<file path="src/rtl/pattern_serializer_pkg.sv">
// Shared definitions for the pattern serializer and its consumers:
// FSM state encoding and the default pattern width.
package pattern_serializer_pkg;

  localparam int DEFAULT_WIDTH = 48;

  typedef enum logic [1:0] {
    S_IDLE  = 2'b00,
    S_SHIFT = 2'b01,
    S_DONE  = 2'b10
  } state_t;

endpackage

</file>
<file path="src/rtl/pattern_serializer.sv">
// Pattern serializer: captures a WIDTH-bit pattern plus mode bit on load and
// emits it MSB-first on a registered serial line X, one bit per step cycle.
module pattern_serializer
  import pattern_serializer_pkg::*;
#(
  parameter int WIDTH = DEFAULT_WIDTH,
  parameter int CNT_W = 6
) (
  input  logic             clk,
  input  logic             reset,
  input  logic             load,
  input  logic [WIDTH-1:0] pattern,
  input  logic             mode,
  input  logic             step,
  input  logic             abort,
  output logic             X,
  output logic             M,
  output logic             x_valid,
  output logic             busy,
  output logic             done,
  output logic [CNT_W-1:0] bits_left
);

  state_t             state_q, state_d;
  logic [WIDTH-1:0]   shreg_q, shreg_d;
  logic               x_q, x_d;
  logic               m_q, m_d;
  logic               x_valid_q, x_valid_d;
  logic [CNT_W-1:0]   bits_left_q, bits_left_d;

  // State register: synchronous active-low reset clears every flop.
  always_ff @(posedge clk) begin
    if (!reset) begin
      state_q     <= S_IDLE;
      shreg_q     <= '0;
      x_q         <= 1'b0;
      m_q         <= 1'b0;
      x_valid_q   <= 1'b0;
      bits_left_q <= '0;
    end else begin
      state_q     <= state_d;
      shreg_q     <= shreg_d;
      x_q         <= x_d;
      m_q         <= m_d;
      x_valid_q   <= x_valid_d;
      bits_left_q <= bits_left_d;
    end
  end

  // Next-state and datapath: capture on load, shift one bit per step,
  // abort wins over step and drops back to idle without a done pulse.
  always_comb begin
    state_d     = state_q;
    shreg_d     = shreg_q;
    x_d         = x_q;
    m_d         = m_q;
    x_valid_d   = 1'b0;
    bits_left_d = bits_left_q;
    case (state_q)
      S_IDLE: begin
        if (load) begin
          shreg_d     = pattern;
          m_d         = mode;
          bits_left_d = CNT_W'(WIDTH);
          state_d     = S_SHIFT;
        end
      end
      S_SHIFT: begin
        if (abort) begin
          x_d         = 1'b0;
          bits_left_d = '0;
          state_d     = S_IDLE;
        end else if (step) begin
          x_d         = shreg_q[WIDTH-1];
          shreg_d     = {shreg_q[WIDTH-2:0], 1'b0};
          bits_left_d = bits_left_q - CNT_W'(1);
          x_valid_d   = 1'b1;
          if (bits_left_q == CNT_W'(1)) begin
            state_d = S_DONE;
          end
        end
      end
      S_DONE: begin
        // Single-cycle completion marker; load here is dropped, not queued.
        state_d = S_IDLE;
      end
      default: begin
        state_d = S_IDLE;
      end
    endcase
  end

  // Status outputs decoded from the registered state.
  always_comb begin
    busy = (state_q == S_SHIFT);
    done = (state_q == S_DONE);
  end

  assign X         = x_q;
  assign M         = m_q;
  assign x_valid   = x_valid_q;
  assign bits_left = bits_left_q;

endmodule

</file>
<file path="config.mk">
export PLATFORM = sky130hd
export DESIGN_NAME = pattern_serializer
export DESIGN_NICKNAME = d
export VERILOG_FILES = /design/src/rtl/pattern_serializer_pkg.sv /design/src/rtl/pattern_serializer.sv
export SDC_FILE = /design/constraint.sdc
export NUM_CORES = 1
export LEC_CHECK = 0
export BUFFER_PORTS_ARGS = -buffer_cell sky130_fd_sc_hd__buf_2
export CORE_UTILIZATION = 56
export CTS_CLUSTER_DIAMETER = 30
export DETAILED_ROUTE_END_ITERATION = 6
export MAX_ROUTING_LAYER = met4
export PLACE_DENSITY = 0.86
export SETUP_SLACK_MARGIN = 0.3
export SLEW_MARGIN = 10
export SYNTH_ARGS = -nofsm -noshare
export SYNTH_HDL_FRONTEND = slang
export SYNTH_SLANG_ARGS = --single-unit
</file>
<file path="constraint.sdc">
create_clock -name clk -period 4.21 [get_ports clk]
set_input_delay 0.842 -clock clk [delete_from_list [all_inputs] [get_ports clk]]
set_output_delay 0.842 -clock clk [all_outputs]
set_load 0.02 [all_outputs]
</file>
**After elaboration in Yosys (flattened, before gate mapping)**

Index checks and enable logic that the tools add are counted.

- Bitwise operators: 2
- Add/subtract/negate cells: 1
- Mux-type cells: 16
- Reduce and logical (&&, ||, !) cells: 9
- Equality and inequality tests: 8

Operator list:

| operator | number |
|---|---|
| $mux W48 | 3 |
| $pmux W48 S2 | 1 |
| $mux W6 | 3 |
| $pmux W6 S2 | 1 |
| $mux W2 | 4 |
| $eq A6 B1 Y1 const B | 1 |
| $ne A2 B2 Y1 const B | 3 |
| $reduce_and A3 Y1 | 2 |
| $sub A6 B1 Y6 const B | 1 |
| $pmux W2 S2 | 1 |
| $reduce_and A2 Y1 | 2 |
| $reduce_and A4 Y1 | 1 |
| $reduce_bool A2 Y1 | 2 |
| $mux W1 | 3 |
| $ne A3 B2 Y1 const B | 1 |
| $ne A3 B3 Y1 const B | 1 |
| $reduce_or A3 Y1 | 1 |
| $eq A2 B1 Y1 const B | 1 |
| $eq A2 B2 Y1 const B | 1 |
| $logic_not A2 Y1 | 1 |
| $not A1 Y1 | 2 |

- Bits of input ports: 54
- Register bits after elaboration: 59

**Depth between registers and ports, before layout**

Gate-level depths: netlist of run 1.

- Depth in word-level cells: 5
- Gate-level depth with buffers: 6

**Worst setup path after synthesis of run 1**

No wires, ideal clock.

- Path type: in2reg
- From: in step
- To: reg shreg_q[22]
- Buffers on the path: 3
- Library setup time: 146 ps
- Data arrival time: 1,766 ps
- Slack: 2,298 ps
- Stages: 6
- Cells stage by stage: nor4bb_1 -> buf_6 -> or2_4 -> buf_6 -> buf_12 -> a211oi_2

- Longest elaborated chain between the ends: 2

RTL lines:

| element | line | source |
|---|---|---|
| start, declared | pattern_serializer.sv:14 | `input logic step,` |
| $ne A2 B2 Y1 (no line) | n/a |  |
| $reduce_and A4 Y1 (no line) | n/a |  |
| end signal, assigned | pattern_serializer.sv:42 | `shreg_q <= shreg_d;` |
| end, declared | pattern_serializer.sv:25 | `logic [WIDTH-1:0] shreg_q, shreg_d;` |

No other way between the ends.
A chain may end at the register's enable or synchronous reset.

**Worst setup path after layout of run 1**

- From: reg state_q[1]
- To: out busy

- Longest elaborated chain between the ends: 1

RTL lines:

| element | line | source |
|---|---|---|
| start, declared | pattern_serializer.sv:24 | `state_t state_q, state_d;` |
| start signal, assigned | pattern_serializer.sv:41 | `state_q <= state_d;` |
| $eq A2 B1 Y1 | pattern_serializer.sv:95 | `busy = (state_q == S_SHIFT);` |
| end, declared | pattern_serializer.sv:19 | `output logic busy,` |

No other way between the ends.

==> results of run 1 <==
## state kept, by name, indices dropped and copies added (netlist names)
register,cells
state_q,2
X,1
shreg_q,48
bits_left,6
x_valid,1
M,1
## cells by family after synthesis
kind of cell	after synthesis	share of synthesized area
simple gates	79	0.144
flops	59	0.396
compound gates	65	0.213
buf+inv	34	0.0784
fa+ha+maj	2	0.00838
mux	48	0.161
## worst paths after layout
| kind | from | end | slack [ns] |
|---|---|---|---|
| hold / removal | shreg_q[47] | X | 0.46 |
| setup / recovery | state_q[1] | busy | 1.64 |
| hold reg to reg | shreg_q[47] | X | 0.46 |
| setup reg to reg | state_q[0] | shreg_q[3] | 1.86 |
## final cells by class
cell class / instances / share of cell area
sequential: 59 / 0.347
inverter: 6 / 0.00662
clock inverter: 2 / 0.00294
multi-input combinational: 194 / 0.469
tap: 70 / 0.0258
clock buffer: 14 / 0.0478
timing repair buffer: 67 / 0.101
## worst reg2reg max path: cells and delay by family, from the launching register on
| family | cells | cell delay, ns |
|---|---|---|
| AOI/OAI and AO/OA | 1 | 0.19 |
| DFF | 1 | 0.51 |
| and+or+nand+nor | 2 | 0.97 |
| buffers and inverters | 1 | 0.50 |
## per-stage QoR
stage | instances | hold WS (ns) | power, mW | utilization | setup WS, ns
after floorplan | 287 | 0.433 | 0.848 | - | 2.30
after global placement | 396 | 0.447 | 0.889 | 0.632 | 1.44
after detailed placement | 396 | 0.452 | 0.899 | 0.632 | 1.37
after CTS | 412 | 0.464 | 1.35 | 0.666 | 1.61
after global routing | 412 | 0.483 | 1.41 | 0.666 | 1.47
final | 412 | 0.461 | 1.34 | 0.666 | 1.64
## routing by layer
layer / vias up / GRT usage / routed length, um
met5: - / - / 0
met4: 0 / 0.0755 / 51
met2: 70 / 0.401 / 3070
met3: 6 / 0.0763 / 329
li1: 1183 / - / -
met1: 1132 / 0.306 / 2840
## power groups by stage
stage                     Sequential, mW  Combinational, mW  Clock (mW)
after floorplan                    0.647              0.200           0
after global placement             0.648              0.241           0
after detailed placement           0.651              0.248           0
after CTS                          0.639              0.249       0.462
after global routing               0.645              0.273       0.489
final                              0.640              0.248       0.456
## cells in the final DEF, fill, tap and decap left out, types with 2 or more instances in the layout
cell type / n
and2_1: 2
nor3_1: 48
nor2_1: 6
buf_2: 64
ha_1: 2
clkinv_2: 2
a211oi_2: 30
a21oi_1: 2
clkbuf_8: 11
clkbuf_1: 3
inv_1: 5
nand2_1: 3
mux2i_1: 48
buf_4: 3
o21ai_0: 2
nor4_1: 2
dfxtp_1: 59
a311oi_1: 2
nand4_1: 3
a211oi_1: 19
o21a_1: 4
nand2b_1: 2
nor3b_1: 3
nor2b_1: 3
==> results.json, run 1 <==
{
  "drt_first_iter_violations": 197,
  "ys_ff_latch": 59,
  "maxClockFrequency_mhz": 389,
  "vdd_ir_drop_max_mv": 0.205,
  "path_buf_inv": 2,
  "postCtsHoldBufs": 0,
  "post_cts_resize_count": 0,
  "timing.final.max_slew_violations": 0,
  "leakage_nw": 1.53,
  "design.core.area_um2": 5110,
  "multi_input_area_um2": 1590,
  "synth.avg_cell_area_um2": 10.4,
  "maximum_number_of_pins_on_one_net_before_global_route_repair": 56,
  "viasPerCell": 5.80,
  "headroom_to_the_max_slew_limit": 0.232,
  "async_set_or_reset_flop_fraction_in_the_synthesized_netlist": 0,
  "switching_power_share_of_the_total": 0.282,
  "cts.sinks": 59,
  "synth_top_cells_by_count": "dfxtp_1, mux2i_1, nor3_1",
  "clock_share_of_power": 0.339,
  "timing.final.crit_period_ns": 2.57,
  "cp-end-kind": "primary output",
  "synth_top_cell_by_area": "dfxtp_1",
  "maximum_fanout_encountered_on_the_critical_timing_path": 23,
  "power.share.combinational": 0.184,
  "critical_path_required_ns": 3.37,
  "wl_um": 6290,
  "register_area_um2": 1180,
  "number_of_antenna_violations_at_the_first_check_in_global_routing": 0,
  "reg2reg_depth": 4,
  "synth_enable_flop_cells": 0,
  "postSynthNetCount": 343,
  "synthCells": 287,
  "grt_use_total": 0.252,
  "synthesis.area_um2": 2980,
  "layout_worst_path_cycle_share": 0.611,
  "worstSetupPathDepth": 3,
  "max-cap-violations": 0,
  "grt_pass1_wl_um": 10300,
  "final.fill_count": 425,
  "crit_type": "flop to primary output",
  "netSwitchingPower_mw": 0.379,
  "n_antenna_cell": 0,
  "top_level_ports": 65,
  "setup_total_negative_slack_ns": 0,
  "cells_along_the_critical_path": "nand2b_2 -> inv_1 -> buf_2",
  "tritoncts_clock_tree": "yes",
  "grt_setup_unrepaired": "false",
  "final_number_of_setup_violating_endpoints": 0,
  "crit_path_max_incr_delay_ns": 0.64,
  "cts.reportedPaths.clkPinSlew_ns": 0.06,
  "place.detailed.hpwl_um": 3930,
  "drtPass1Iterations": 4,
  "cts_root_buf": "clkbuf_8",
  "grt_overflow": 0,
  "clock_latency_reported_for_the_late_side_of_the_worst_skew_pair_ns": 0.34,
  "power_per_cell_area_nw_per_um2": 395,
  "synthMostInstantiatedCell": "dfxtp_1",
  "crit_family": "simple AND/OR/NAND/NOR gates",
  "std_cell_rows": 26,
  "finalWeightedCongestion": 0.908,
  "outcome": "completed",
  "worst-slew-pin-transition_ns": 1.15,
  "cts_setup_buffers": 0,
  "chipWidth_um": 75,
  "internal_power_mw": 0.964,
  "fraction_of_final_layout_cells_with_drive_strength_greater_than_1": 0.336,
  "synth.yosys.warnings": 0,
  "ant_nets": 0,
  "critical_path_arrival_ns": 1.73,
  "nets": 393,
  "die_y_um": 75,
  "wire_per_inst_um": 15.3,
  "worst_clock_skew_ns": 0.00877,
  "cts.path.max_buffers": 2,
  "synth_seq_area_share": 0.396,
  "start_kind": "flop",
  "grt_pass1_vias": 2282,
  "post_synth_num_cell_types": 38,
  "hold-path-cell-count": 2,
  "cts.htree.levels": 3,
  "io_buffers": 64,
  "synth_top_cells_by_area": "dfxtp_1, mux2i_1, a211oi_2, nor3_1, a211oi_1",
  "crit_slowest_cell": "nand2b_2",
  "ys.flop_type": "dfxtp_1",
  "area_growth_pct": 13.9,
  "hold_violations": 0,
  "placed_area_um2": 3230,
  "num_vias": 2391,
  "seqPwrFrac": 0.476,
  "finish.instance_area_um2": 3400,
  "cts_made_buffers": 9,
  "synth.top_cell.area_share": 0.396,
  "fp.dieArea_um2": 5630,
  "drc_errors": 0,
  "worstHoldPathType": "flop to flop",
  "floorplan.initialDensity": 0.584
}
Note: power is estimated with default switching activity, not from simulation.
==> inputs of run 2 (changes only) <==
--- a/config.mk
+++ b/config.mk
@@ -6,11 +6,11 @@
 export NUM_CORES = 1
 export LEC_CHECK = 0
 export BUFFER_PORTS_ARGS = -buffer_cell sky130_fd_sc_hd__buf_2
-export CORE_UTILIZATION = 56
+export CORE_UTILIZATION = 54
 export CTS_CLUSTER_DIAMETER = 30
 export DETAILED_ROUTE_END_ITERATION = 6
 export MAX_ROUTING_LAYER = met4
-export PLACE_DENSITY = 0.86
+export PLACE_DENSITY = 0.83
 export SETUP_SLACK_MARGIN = 0.3
 export SLEW_MARGIN = 10
 export SYNTH_ARGS = -nofsm -noshare
==> constraint.sdc (replaced) <==
create_clock -name clk -period 2.6 [get_ports clk]
set_input_delay 0.52 -clock clk [delete_from_list [all_inputs] [get_ports clk]]
set_output_delay 0.52 -clock clk [all_outputs]
set_load 0.02 [all_outputs]
==> results.json, run 2 (synthesized netlist as in run 1, its figures left out) <==
{
  "outcome": "completed",
  "cts_made_buffers": 9,
  "worst_clock_skew_ns": 0.00627,
  "hold_violations": 0,
  "layout.cells.most_common": "buf_2",
  "reg2reg_depth": 4,
  "largest_register_ff_count": 48,
  "met1_usage": 0.274,
  "ant_nets": 0,
  "io_buffers": 64,
  "num_vias": 2400,
  "crit_family": "flip-flops",
  "clock_latency_reported_for_the_late_side_of_the_worst_skew_pair_ns": 0.34,
  "drt_first_iter_violations": 146,
  "r2r-end": "bits_left[3]",
  "number_of_antenna_violations_at_the_first_check_in_global_routing": 0,
  "cts.reportedPaths.clkPinSlew_ns": 0.06,
  "min_delay_worst_endpoint": "M",
  "die_y_um": 76.3,
  "maximum_fanout_encountered_on_the_critical_timing_path": 54,
  "wire_per_inst_um": 15.4,
  "grt_pass1_vias": 2406,
  "fraction_of_final_layout_cells_with_drive_strength_greater_than_1": 0.353,
  "rr_startpoint": "state_q[0]",
  "finish.cell_count_without_fillers": 416,
  "vdd_ir_drop_max_mv": 0.543,
  "fp.dieArea_um2": 5830,
  "cp-end-kind": "flop",
  "timing.final.crit_period_ns": 1.88,
  "critical_path_arrival_ns": 2.12,
  "cts_root_buf": "clkbuf_8",
  "start_kind": "flop",
  "power_per_cell_area_nw_per_um2": 681,
  "grt_pass1_wl_um": 10900,
  "busiest_layer": "met2",
  "wl_um": 6420,
  "hold-path-cell-count": 3,
  "cts.htree.levels": 3,
  "critical_path_required_ns": 2.84,
  "final.fill_count": 438,
  "use_met2": 0.402,
  "max-cap-violations": 0,
  "final_number_of_setup_violating_endpoints": 0,
  "std_cell_rows": 26,
  "grt_setup_unrepaired": "false",
  "nets": 397,
  "crit_path_max_incr_delay_ns": 0.53,
  "design.core.area_um2": 5200,
  "layout_worst_path_cycle_share": 0.723,
  "setup_total_negative_slack_ns": 0,
  "r2r_slack_ns": 0.72,
  "crit_slowest_cell": "dfxtp_1",
  "worst-slew-pin-transition_ns": 0.571,
  "postCtsHoldBufs": 0,
  "leakage_nw": 1.59,
  "drtPass1Iterations": 4,
  "area_growth_pct": 17.6,
  "maximum_number_of_pins_on_one_net_before_global_route_repair": 55,
  "cts.sinks": 59,
  "tritoncts_clock_tree": "yes",
  "grt_overflow": 0,
  "cells_along_the_critical_path": "nor4bb_4 -> buf_4 -> a21oi_1 -> a311oi_1",
  "worstHoldPathType": "input pin to flop",
  "viasPerCell": 5.77,
  "timing.final.max_slew_violations": 0,
  "place.detailed.hpwl_um": 4090,
  "most-common-layout-cells": "buf_2, dfxtp_1, mux2i_1, nor3_1, a211oi_2",
  "cts.path.max_buffers": 2,
  "headroom_to_the_max_slew_limit": 0.619,
  "crit_type": "flop to flop",
  "grt_use_total": 0.242,
  "finalWeightedCongestion": 0.857,
  "floorplan.initialDensity": 0.573,
  "largest-register": "shreg_q",
  "n_antenna_cell": 0,
  "cts_setup_buffers": 0,
  "top_level_ports": 65,
  "hold_start": "mode",
  "placed_cells_incl_taps": 400,
  "path_buf_inv": 1,
  "global_route.usage.met3": 0.0575,
  "p_total_mw": 2.39,
  "chipWidth_um": 76.3,
  "post_cts_resize_count": 0,
  "maxClockFrequency_mhz": 532,
  "drc_errors": 0
}
[run 2: cell types whose count changed in the layout (fill, tap and decap cells not counted), sizes merged]
| cell | previous run | this run |
|---|---|---|
| bufinv | 0 | 2 |
| clkinv | 2 | 3 |
| clkbuf | 14 | 11 |
| buf | 67 | 71 |
[run 2: report_power, final]
group	total [mW]	internal, mW	switching, mW	leakage [nW]
Clock	0.942	0.587	0.356	0.119
Combinational	0.414	0.190	0.223	0.981
Sequential	1.03	0.985	0.0490	0.488
Total	2.39	1.76	0.628	1.59
[run 2: cell type report]
cell class	count	area, um^2	share of cell area
multi-input combinational	194	1590	0.454
tap	70	87.6	0.0250
sequential	59	1180	0.337
timing repair buffer	71	398	0.113
inverter	6	22.5	0.00642
clock inverter	5	75.1	0.0214
clock buffer	11	151	0.0432
[run 2: tightest hold or removal path, delay by kind of cell]
family	cells	cell delay, ns
buffers and inverters	1	0.08
AND/OR/NAND/NOR	1	0.08
multiplexers	1	0.05
[run 2: routing by layer]
metal | vias to the layer above | routed length (um)
met1 | 1125 | 2940
met2 | 70 | 3090
met4 | 0 | 108
met5 | - | 0
li1 | 1192 | -
met3 | 13 | 288
[run 2: metrics by stage]
stage	hold slack [ns]	cell area, um^2	util	setup slack (ns)
finish	0.435	3510	0.674	0.720
floorplan	0.433	2980	-	1.01
CTS	0.424	3510	0.674	0.730
global placement	0.448	3280	0.631	0.673
global route	0.427	3510	0.674	0.605
detailed placement	0.454	3280	0.631	0.549
[run 2: how the worst max path moves through the flow]
stage / depth (start not counted) / end / slack (ns) / startpoint
after global placement: 5 / bits_left[3] / 0.67 / step
after CTS: 4 / bits_left[3] / 0.73 / state_q[0]
after floorplan: 6 / shreg_q[22] / 1.01 / step
after detailed placement: 5 / bits_left[3] / 0.55 / step
after global routing: 4 / bits_left[3] / 0.60 / state_q[0]
final: 4 / bits_left[3] / 0.72 / state_q[0]
